## src/rtl/mem_port_pkg.sv

```systemverilog
// Shared types, funct3 encodings and helper functions for the byte-serial memory port controller.
package mem_port_pkg;

    localparam logic [2:0] SEL_B  = 3'b000;
    localparam logic [2:0] SEL_H  = 3'b001;
    localparam logic [2:0] SEL_W  = 3'b010;
    localparam logic [2:0] SEL_BU = 3'b100;
    localparam logic [2:0] SEL_HU = 3'b101;

    typedef enum logic [1:0] {
        IDLE = 2'd0,
        XFER = 2'd1,
        RESP = 2'd2
    } state_e;

    typedef enum logic {
        OWN_IF = 1'b0,
        OWN_LS = 1'b1
    } owner_e;

    function automatic logic [2:0] byte_count(input logic [2:0] sel);
        logic [2:0] n;
        case (sel)
            SEL_B, SEL_BU: n = 3'd1;
            SEL_H, SEL_HU: n = 3'd2;
            SEL_W:         n = 3'd4;
            default:       n = 3'd1;
        endcase
        return n;
    endfunction

    // Unsigned widths exist only for loads; stores accept B/H/W alone.
    function automatic logic sel_legal(input logic [2:0] sel, input logic we);
        logic ok;
        case (sel)
            SEL_B, SEL_H, SEL_W: ok = 1'b1;
            SEL_BU, SEL_HU:      ok = ~we;
            default:             ok = 1'b0;
        endcase
        return ok;
    endfunction

    function automatic logic [31:0] load_extend(input logic [2:0] sel, input logic [31:0] w);
        logic [31:0] r;
        case (sel)
            SEL_B:   r = {{24{w[7]}}, w[7:0]};
            SEL_H:   r = {{16{w[15]}}, w[15:0]};
            SEL_BU:  r = {24'h000000, w[7:0]};
            SEL_HU:  r = {16'h0000, w[15:0]};
            default: r = w;
        endcase
        return r;
    endfunction

    // Byte (n-1-idx) of right-aligned data, so the most significant byte leaves first.
    function automatic logic [7:0] store_byte(input logic [31:0] d, input logic [2:0] n,
                                              input logic [1:0] idx);
        logic [2:0] pos;
        logic [7:0] b;
        pos = n - 3'd1 - {1'b0, idx};
        case (pos)
            3'd0:    b = d[7:0];
            3'd1:    b = d[15:8];
            3'd2:    b = d[23:16];
            3'd3:    b = d[31:24];
            default: b = 8'h00;
        endcase
        return b;
    endfunction

endpackage

```

## src/rtl/mem_arb2.sv

```systemverilog
// Two-way grant logic for the IF and LS requesters.
// ARB_RR_EN selects round-robin; otherwise LS has fixed priority over IF.
module mem_arb2
    import mem_port_pkg::*;
(
`ifdef ARB_RR_EN
    input  logic clk,
    input  logic rst_n,
`endif
    input  logic en,
    input  logic req_if,
    input  logic req_ls,
    output logic gnt_if,
    output logic gnt_ls
);

    logic pick_ls_s;

`ifdef ARB_RR_EN
    owner_e last_q;
    owner_e last_d;

    // Round-robin choice: the owner granted last yields on a tie.
    always_comb begin
        pick_ls_s = 1'b0;
        if (req_ls && req_if) begin
            pick_ls_s = (last_q == OWN_IF);
        end else begin
            pick_ls_s = req_ls;
        end
    end

    // Pointer next value follows whichever grant is issued.
    always_comb begin
        last_d = last_q;
        if (gnt_ls) begin
            last_d = OWN_LS;
        end else if (gnt_if) begin
            last_d = OWN_IF;
        end else begin
            last_d = last_q;
        end
    end

    // Pointer register; resets to "IF last" so LS wins the first tie.
    always_ff @(posedge clk) begin
        if (!rst_n) begin
            last_q <= OWN_IF;
        end else begin
            last_q <= last_d;
        end
    end
`else
    // Fixed priority: LS wins whenever it requests.
    always_comb begin
        pick_ls_s = 1'b0;
        if (req_ls) begin
            pick_ls_s = 1'b1;
        end else begin
            pick_ls_s = 1'b0;
        end
    end
`endif

    assign gnt_ls = en & req_ls & pick_ls_s;
    assign gnt_if = en & req_if & ~pick_ls_s;

endmodule

```

## src/rtl/mem_port_ctrl.sv

```systemverilog
// Shares one byte-wide memory between instruction fetch and load/store, one byte per cycle, big-endian.
// Build option: define ARB_RR_EN for round-robin arbitration (default is fixed LS priority).
module mem_port_ctrl
    import mem_port_pkg::*;
#(
    parameter int ADDR_W = 32
) (
    input  logic              clk,
    input  logic              rst_n,
    input  logic              if_req_valid,
    output logic              if_req_ready,
    input  logic [ADDR_W-1:0] if_addr,
    output logic              if_resp_valid,
    output logic [31:0]       if_rdata,
    input  logic              ls_req_valid,
    output logic              ls_req_ready,
    input  logic              ls_we,
    input  logic [2:0]        ls_sel,
    input  logic [ADDR_W-1:0] ls_addr,
    input  logic [31:0]       ls_wdata,
    output logic              ls_resp_valid,
    output logic [31:0]       ls_rdata,
    output logic              ls_resp_err,
    output logic [ADDR_W-1:0] mem_addr,
    output logic              mem_we,
    output logic [7:0]        mem_wdata,
    input  logic [7:0]        mem_rdata
);

    state_e            state_q,  state_d;
    owner_e            owner_q,  owner_d;
    logic [ADDR_W-1:0] addr_q,   addr_d;
    logic [2:0]        sel_q,    sel_d;
    logic              we_q,     we_d;
    logic [31:0]       wdata_q,  wdata_d;
    logic [1:0]        idx_q,    idx_d;
    logic [31:0]       asm_q,    asm_d;

    logic [ADDR_W-1:0] mem_addr_q,  mem_addr_d;
    logic              mem_we_q,    mem_we_d;
    logic [7:0]        mem_wdata_q, mem_wdata_d;
    logic              if_resp_valid_q, if_resp_valid_d;
    logic [31:0]       if_rdata_q,      if_rdata_d;
    logic              ls_resp_valid_q, ls_resp_valid_d;
    logic [31:0]       ls_rdata_q,      ls_rdata_d;
    logic              ls_resp_err_q,   ls_resp_err_d;

    logic              gnt_if_s, gnt_ls_s, acc_s, arb_en_s;
    logic [ADDR_W-1:0] req_addr_s;
    logic [2:0]        req_sel_s;
    logic              req_we_s;
    logic [31:0]       req_wdata_s;
    logic [2:0]        n_s;
    logic              last_s;

    assign arb_en_s = rst_n & (state_q == IDLE);
    assign acc_s    = gnt_if_s | gnt_ls_s;

    mem_arb2 u_arb (
`ifdef ARB_RR_EN
        .clk    (clk),
        .rst_n  (rst_n),
`endif
        .en     (arb_en_s),
        .req_if (if_req_valid),
        .req_ls (ls_req_valid),
        .gnt_if (gnt_if_s),
        .gnt_ls (gnt_ls_s)
    );

    // Fetches always look like a legal word load.
    assign req_addr_s  = gnt_ls_s ? ls_addr  : if_addr;
    assign req_sel_s   = gnt_ls_s ? ls_sel   : SEL_W;
    assign req_we_s    = gnt_ls_s ? ls_we    : 1'b0;
    assign req_wdata_s = gnt_ls_s ? ls_wdata : 32'h00000000;

    assign n_s    = byte_count(sel_q);
    assign last_s = ({1'b0, idx_q} == (n_s - 3'd1));

    // Next-state, memory strobe and response computation; memory-side outputs are
    // computed one edge ahead so they are registered yet line up with the XFER cycle.
    always_comb begin
        state_d         = state_q;
        owner_d         = owner_q;
        addr_d          = addr_q;
        sel_d           = sel_q;
        we_d            = we_q;
        wdata_d         = wdata_q;
        idx_d           = idx_q;
        asm_d           = asm_q;
        mem_addr_d      = {ADDR_W{1'b0}};
        mem_we_d        = 1'b0;
        mem_wdata_d     = 8'h00;
        if_resp_valid_d = 1'b0;
        if_rdata_d      = 32'h00000000;
        ls_resp_valid_d = 1'b0;
        ls_rdata_d      = 32'h00000000;
        ls_resp_err_d   = 1'b0;
        case (state_q)
            IDLE: begin
                if (acc_s) begin
                    owner_d = gnt_ls_s ? OWN_LS : OWN_IF;
                    addr_d  = req_addr_s;
                    sel_d   = req_sel_s;
                    we_d    = req_we_s;
                    wdata_d = req_wdata_s;
                    idx_d   = 2'd0;
                    asm_d   = 32'h00000000;
                    if (sel_legal(req_sel_s, req_we_s)) begin
                        state_d     = XFER;
                        mem_addr_d  = req_addr_s;
                        mem_we_d    = req_we_s;
                        mem_wdata_d = req_we_s ? store_byte(req_wdata_s, byte_count(req_sel_s), 2'd0)
                                               : 8'h00;
                    end else begin
                        state_d         = RESP;
                        ls_resp_valid_d = 1'b1;
                        ls_resp_err_d   = 1'b1;
                    end
                end else begin
                    state_d = IDLE;
                end
            end
            XFER: begin
                asm_d = {asm_q[23:0], mem_rdata};
                if (last_s) begin
                    state_d = RESP;
                    if (owner_q == OWN_IF) begin
                        if_resp_valid_d = 1'b1;
                        if_rdata_d      = asm_d;
                    end else begin
                        ls_resp_valid_d = 1'b1;
                        ls_rdata_d      = we_q ? 32'h00000000 : load_extend(sel_q, asm_d);
                    end
                end else begin
                    idx_d       = idx_q + 2'd1;
                    mem_addr_d  = addr_q + {{(ADDR_W-2){1'b0}}, idx_d};
                    mem_we_d    = we_q;
                    mem_wdata_d = we_q ? store_byte(wdata_q, n_s, idx_d) : 8'h00;
                end
            end
            RESP: begin
                state_d = IDLE;
            end
            default: begin
                state_d = IDLE;
            end
        endcase
    end

    // State and output registers; reset aborts any transfer and silences every output.
    always_ff @(posedge clk) begin
        if (!rst_n) begin
            state_q         <= IDLE;
            owner_q         <= OWN_IF;
            addr_q          <= {ADDR_W{1'b0}};
            sel_q           <= 3'b000;
            we_q            <= 1'b0;
            wdata_q         <= 32'h00000000;
            idx_q           <= 2'd0;
            asm_q           <= 32'h00000000;
            mem_addr_q      <= {ADDR_W{1'b0}};
            mem_we_q        <= 1'b0;
            mem_wdata_q     <= 8'h00;
            if_resp_valid_q <= 1'b0;
            if_rdata_q      <= 32'h00000000;
            ls_resp_valid_q <= 1'b0;
            ls_rdata_q      <= 32'h00000000;
            ls_resp_err_q   <= 1'b0;
        end else begin
            state_q         <= state_d;
            owner_q         <= owner_d;
            addr_q          <= addr_d;
            sel_q           <= sel_d;
            we_q            <= we_d;
            wdata_q         <= wdata_d;
            idx_q           <= idx_d;
            asm_q           <= asm_d;
            mem_addr_q      <= mem_addr_d;
            mem_we_q        <= mem_we_d;
            mem_wdata_q     <= mem_wdata_d;
            if_resp_valid_q <= if_resp_valid_d;
            if_rdata_q      <= if_rdata_d;
            ls_resp_valid_q <= ls_resp_valid_d;
            ls_rdata_q      <= ls_rdata_d;
            ls_resp_err_q   <= ls_resp_err_d;
        end
    end

    assign if_req_ready  = gnt_if_s;
    assign ls_req_ready  = gnt_ls_s;
    assign mem_addr      = mem_addr_q;
    assign mem_we        = mem_we_q;
    assign mem_wdata     = mem_wdata_q;
    assign if_resp_valid = if_resp_valid_q;
    assign if_rdata      = if_rdata_q;
    assign ls_resp_valid = ls_resp_valid_q;
    assign ls_rdata      = ls_rdata_q;
    assign ls_resp_err   = ls_resp_err_q;

endmodule

```

## config.mk

```make
export PLATFORM = sky130hd
export DESIGN_NAME = mem_port_ctrl
export DESIGN_NICKNAME = d
export VERILOG_FILES = /design/src/rtl/mem_port_pkg.sv /design/src/rtl/mem_arb2.sv /design/src/rtl/mem_port_ctrl.sv
export SDC_FILE = /design/constraint.sdc
export NUM_CORES = 1
export LEC_CHECK = 0
export CORE_ASPECT_RATIO = 0.6
export CORE_MARGIN = 2
export CORE_UTILIZATION = 28
export CTS_BUF_LIST = sky130_fd_sc_hd__clkbuf_16
export DETAILED_ROUTE_END_ITERATION = 6
export PLACE_DENSITY = 0.48
export SYNTH_ARGS = -nofsm -noshare
export SYNTH_HDL_FRONTEND = slang
export SYNTH_SLANG_ARGS = --single-unit
```

## constraint.sdc

```tcl
create_clock -name clk -period 3.81 [get_ports clk]
set_clock_uncertainty 0.05 [all_clocks]
set_input_delay 0.5715 -clock clk [delete_from_list [all_inputs] [get_ports clk]]
set_output_delay 0.5715 -clock clk [all_outputs]
set_load 0.02 [all_outputs]
```

# After elaboration in Yosys (flattened, before gate mapping)
# Index checks and enable logic that the tools add are counted.
# classes
add_sub_neg,5
eq_ne,19
muxes,46
bitwise,12
n_reduce_logical,17
# ops
cell,n
$mux 32,5
$pmux 32 s4,1
$pmux 32 s2,1
$pmux 8 s4,2
$pmux 24 s2,1
$mux 8,5
$add 32x2->32,1
$mux 24,1
$eq 3x2->1 const B,6
$pmux 8 s2,1
$mux 1,13
$eq 3x1->1 const B,4
$eq 3x3->1 const B,4
$logic_not 3->1,4
$mux 3,4
$pmux 3 s2,2
$mux 2,5
$pmux 2 s2,2
$ne 2x2->1 const B,3
$not 1->1,6
$pmux 1 s2,3
$reduce_and 2->1,3
$reduce_and 3->1,2
$reduce_or 2->1,3
other kinds (12),17
# totals
regBits,205
input_bits,112
out_inout_bits,110
wordCells,115

# Logic depth before layout (Yosys ltp)
# logic_depth
ltp_word,20
mapped_depth,13
ltp_nobuf,9

# Cells and area by module
# From an unflattened synthesis, not the netlist that was laid out.
# hier_totals
cells_unflattened,845
area_unflattened_um2,8050.2
# modules_own_cells
module,n_inst,cells_each,area_per_inst_um2,seq_area_each_um2
mem_port_ctrl,1,843,8034.0,4103.9
mem_arb2,1,2,16.3,0.0

# Worst setup path after synthesis
# Ideal clock, no wire load.
# synth_timing
path_type,register -> register
from,register sel_q[1]
to,"register mem_wdata_q[0], in the netlist mem_wdata[0]"
setup_ps,133
arrival_time_ps,2653
required_time_ps,3627
path_slack_ps,974
stages_incl_launch_ff,12
path_cell_list,dfxtp_1 -> buf_4 -> clkbuf_1 -> inv_1 -> a21oi_1 -> ha_1 -> inv_1 -> fa_1 -> clkbuf_1 -> mux4_2 -> inv_1 -> o22ai_1
# synth_via
elab_chain_len,10
# synth_rtl
item,line_no,rtl
from (decl),mem_port_ctrl.sv:33,"logic [2:0] sel_q, sel_d;"
from (signal assigned),mem_port_ctrl.sv:174,sel_q <= sel_d;
$eq 3x3->1 or $eq 3x1->1 (tied branches),mem_port_pkg.sv:23,case (sel)
$reduce_or 2->1,mem_port_pkg.sv:23,
$pmux 3 s2 *,mem_port_pkg.sv:23,
$sub 3x1->3 *,"mem_port_pkg.sv:60, mem_port_ctrl.sv:78",
$sub 3x2->3,mem_port_pkg.sv:60,"pos = n - 3'd1 - {1'b0, idx};"
$eq 3x2->1 (tied with other cells),mem_port_pkg.sv:61,case (pos)
$pmux 8 s4,mem_port_pkg.sv:61,
$mux 8,mem_port_ctrl.sv:139,"mem_wdata_d = we_q ? store_byte(wdata_q, n_s, idx_d) : 8'h00;"
$mux 8 *,mem_port_ctrl.sv:126,if (last_s) begin
$pmux 8 s2 *,mem_port_ctrl.sv:99,case (state_q)
to (signal assigned),mem_port_ctrl.sv:181,mem_wdata_q <= mem_wdata_d;
to (decl),mem_port_ctrl.sv:41,"logic [7:0] mem_wdata_q, mem_wdata_d;"
# Every way passes the cells marked *; elsewhere a longest branch is shown, timed or not.
# A chain may end at the register's enable or synchronous reset.

# Worst setup path in the final report
# layout_timing
from,register sel_q[0]
to,"register mem_wdata_q[7], in the netlist mem_wdata[7]"
# The elaborated chain is that of the path after synthesis.

==> reports/qor.yml <==
clk_pin_slew_ns: 0.07
fin_hold_ws_ns: 0.439
synth_warnings: 0
leakagePower_nw: 4.01
fin_crit_ns: 2.92
dpl-instance-area_um2: 10700
wl_per_cell_um: 18.7
dr.pass1.iters: 7
status: "complete, no violations"
ys_seq_elements: 205
initial_core_util: 0.283
power_density_nw_per_um2: 474
crit_type: "reg -> reg"
relSlewSlack: 0.406
maxClockFrequency_ghz: 0.342
grt-ovfl-total: 0
arrival_ns: 3.30
syn_nets: 985
async_flop_share: 0
ys_types: 51
cts-htree-levels: 1
max_slew.worst_pin.slew_ns: 0.891
layout.nets: 1185
cts.sink_count: 205
grt_max_degree: 77
synth_top_area_share: 0.508
crit_chain: "nor3b_4 -> a21oi_1 -> ha_1 -> nor2_1 -> mux2_4 -> nor2_1 -> nand4_1 -> o22ai_1"
cp_top_family: "simple AND/OR/NAND/NOR gates"
drt-initial-drc-count: 527
dieArea_um2: 30300
start_kind: "register"
place.gp.congestion: 0.791
numCtsBuffers: 22
synth_edf_count: 0
fill_cells: 2845
drc_errors: 0
hold_viol: 0
cp_num_cells: 8
row_count: 48
drv_slew: 0
synth_ff_type: "dfxtp_1"
hold_class: "reg -> reg"
grt_pass1_vias: 6991
cts_tree: "yes"
cp_slowest_cell: "dfxtp_1"
clk_latency_ns: 0.52
cts-resized-gates: 0
io_buffers: 221
fin_tns_setup_ns: 0
setup_violations: 0
peakVddDrop_mv: 0.274
antenna_found_initial: 2
drv_cap: 0
dpl.cell_count: 1419
path_buf_inv: 0
grt_pass1_wl_um: 42200
dr_total_vias: 7146
ctsHoldBuffers: 0
hold_depth: 2
syn_inst: 868
worst_path_most_repeated_cell: "nor2_1"
core_area_um2: 28600
grt_usage: 0.179
post_cts_buffers: 0
avgSynthCellArea_um2: 9.31
ios: 222
drt-vias-per-instance: 4.89
layout-drive-gt1-share: 0.0978
syn_area_um2: 8080
rsz0062_at_grt: "no"
detail-route-antenna-nets: 0
design_area_um2: 11400
yosys.area.top_type: "dfxtp_1"
fp.dieW_um: 223
routed_wl_um: 27300
fp.dieH_um: 136
slowest_delay_ns: 0.49
seq_area_frac_synth: 0.508
fin_cells: 1461
path_max_fanout: 13
cp-end-kind: "register"
clock_path_buffers: 3
synth_area_leaders: "dfxtp_1 51%, a22oi_1 5.7%, nor2_1 4.1%, nand2_1 3.9%, and2_1 3.3%"
synthToLayoutAreaGrowth_pct: 41.6
ff2ff_path_depth: 8
required_ns: 4.19
cts_root_buf: "clkbuf_16"
dp_hpwl_um: 18700
fin_crit_sh: 0.767
-- cell families (layout without fill, tap and decap cells) --
family                   Yosys count  after routing  synth area share
AND/OR/NAND/NOR                  306            306             0.183
XOR/XNOR                          31             31            0.0336
multiplexers                      16             16            0.0328
buffers and inverters             87            303            0.0441
flip-flops                       205            205             0.508
adder cells (fa/ha/maj)            5              5           0.00960
other                              0              2                 0
AO/OA/AOI/OAI                    218            218             0.189
-- through the flow --
step,util,total power [mW],setup WS (ns)
after floorplan,-,2.84,0.974
after global placement,0.374,3.24,0.937
after detailed placement,0.374,3.24,0.887
after CTS,0.400,5.50,0.881
after global routing,0.400,5.69,0.713
final,0.400,5.42,0.888
-- worst min-delay path, cell delays in order, from the launching register on --
cell and delay [ns]:
dfxtp_1 0.32, nand2_1 0.08, a21oi_2 0.05
-- path summary, 6_finish.rpt --
kind	startpoint	to	slack, ns
worst min register to register	asm_q[18]	ls_rdata[26]	0.44
worst min-delay path	asm_q[18]	ls_rdata[26]	0.44
worst max register to register	sel_q[0]	mem_wdata[7]	0.89
worst max-delay path	sel_q[0]	mem_wdata[7]	0.89
-- state kept, by name (all words and copies together) (netlist names), 2 cells and up --
| signal | count |
|---|---|
| addr_q | 32 |
| if_rdata | 32 |
| ls_rdata | 32 |
| mem_addr | 32 |
| wdata_q | 32 |
| asm_q | 24 |
| mem_wdata | 8 |
| sel_q | 3 |
| idx_q | 2 |
| state_q | 2 |
-- power by group --
part	internal, mW	leakage (nW)	switching (mW)
sequential	2.25	1.67	0.0838
combinational	0.381	1.97	0.467
clock	1.30	0.373	0.930
total	3.94	4.01	1.48
-- cells in the mapped netlist (8+ instances only) --
library cell	instances
clkbuf_1	49
nand3_1	46
o22ai_1	8
nor2_1	88
o21ai_0	41
buf_1	9
buf_2	9
a31oi_1	31
and2_1	43
nand2_1	85
a22oi_1	61
inv_1	16
a21oi_1	13
a222oi_1	10
and3_1	8
o221ai_1	18
dfxtp_1	205
mux4_2	8
nand4_1	10
a21oi_2	20
xor2_1	26
-- cell type report --
class	count	area [µm²]	area share
multi-input combinational	576	3650	0.319
clock inverter	17	166	0.0145
inverter	17	63.8	0.00558
timing repair buffer	246	2410	0.211
sequential	205	4100	0.359
clock buffer	23	576	0.0503
antenna	2	5.00	0.000437
tap	375	469	0.0410
-- cells in the final DEF (no fill, tap or decap), types with 3 or more instances in the layout --
| master | n |
|---|---|
| nand4_1 | 10 |
| mux2i_1 | 7 |
| xor2_1 | 26 |
| nand3_1 | 45 |
| nor2_1 | 86 |
| mux4_2 | 8 |
| clkinv_2 | 9 |
| o221ai_1 | 18 |
| and3_1 | 7 |
| a211oi_1 | 7 |
| a31oi_1 | 31 |
| and4_1 | 3 |
| and2_1 | 43 |
| inv_1 | 16 |
| a22oi_1 | 61 |
| a21oi_1 | 13 |
| a222oi_1 | 10 |
| nand2b_1 | 3 |
| buf_4 | 24 |
| clkbuf_16 | 23 |
| o22ai_1 | 8 |
| ha_1 | 3 |
| o21ai_0 | 40 |
| a21oi_2 | 20 |
| xnor2_1 | 5 |
| dfxtp_1 | 205 |
| clkdlybuf4s50_1 | 221 |
| nor3_1 | 3 |
| bufinv_16 | 3 |
| nand2_1 | 85 |
-- per-layer routing --
| layer | share of wire | up-vias | track usage |
|---|---|---|---|
| met2 | 0.39 | 218 | 0.242 |
| met1 | 0.53 | 3393 | 0.279 |
| met3 | 0.063 | 37 | 0.0429 |
| li1 | - | 3498 | - |
| met5 | 0 | - | 0 |
| met4 | 0.017 | 0 | 0.0419 |
Power figures use the tool's default switching activity.
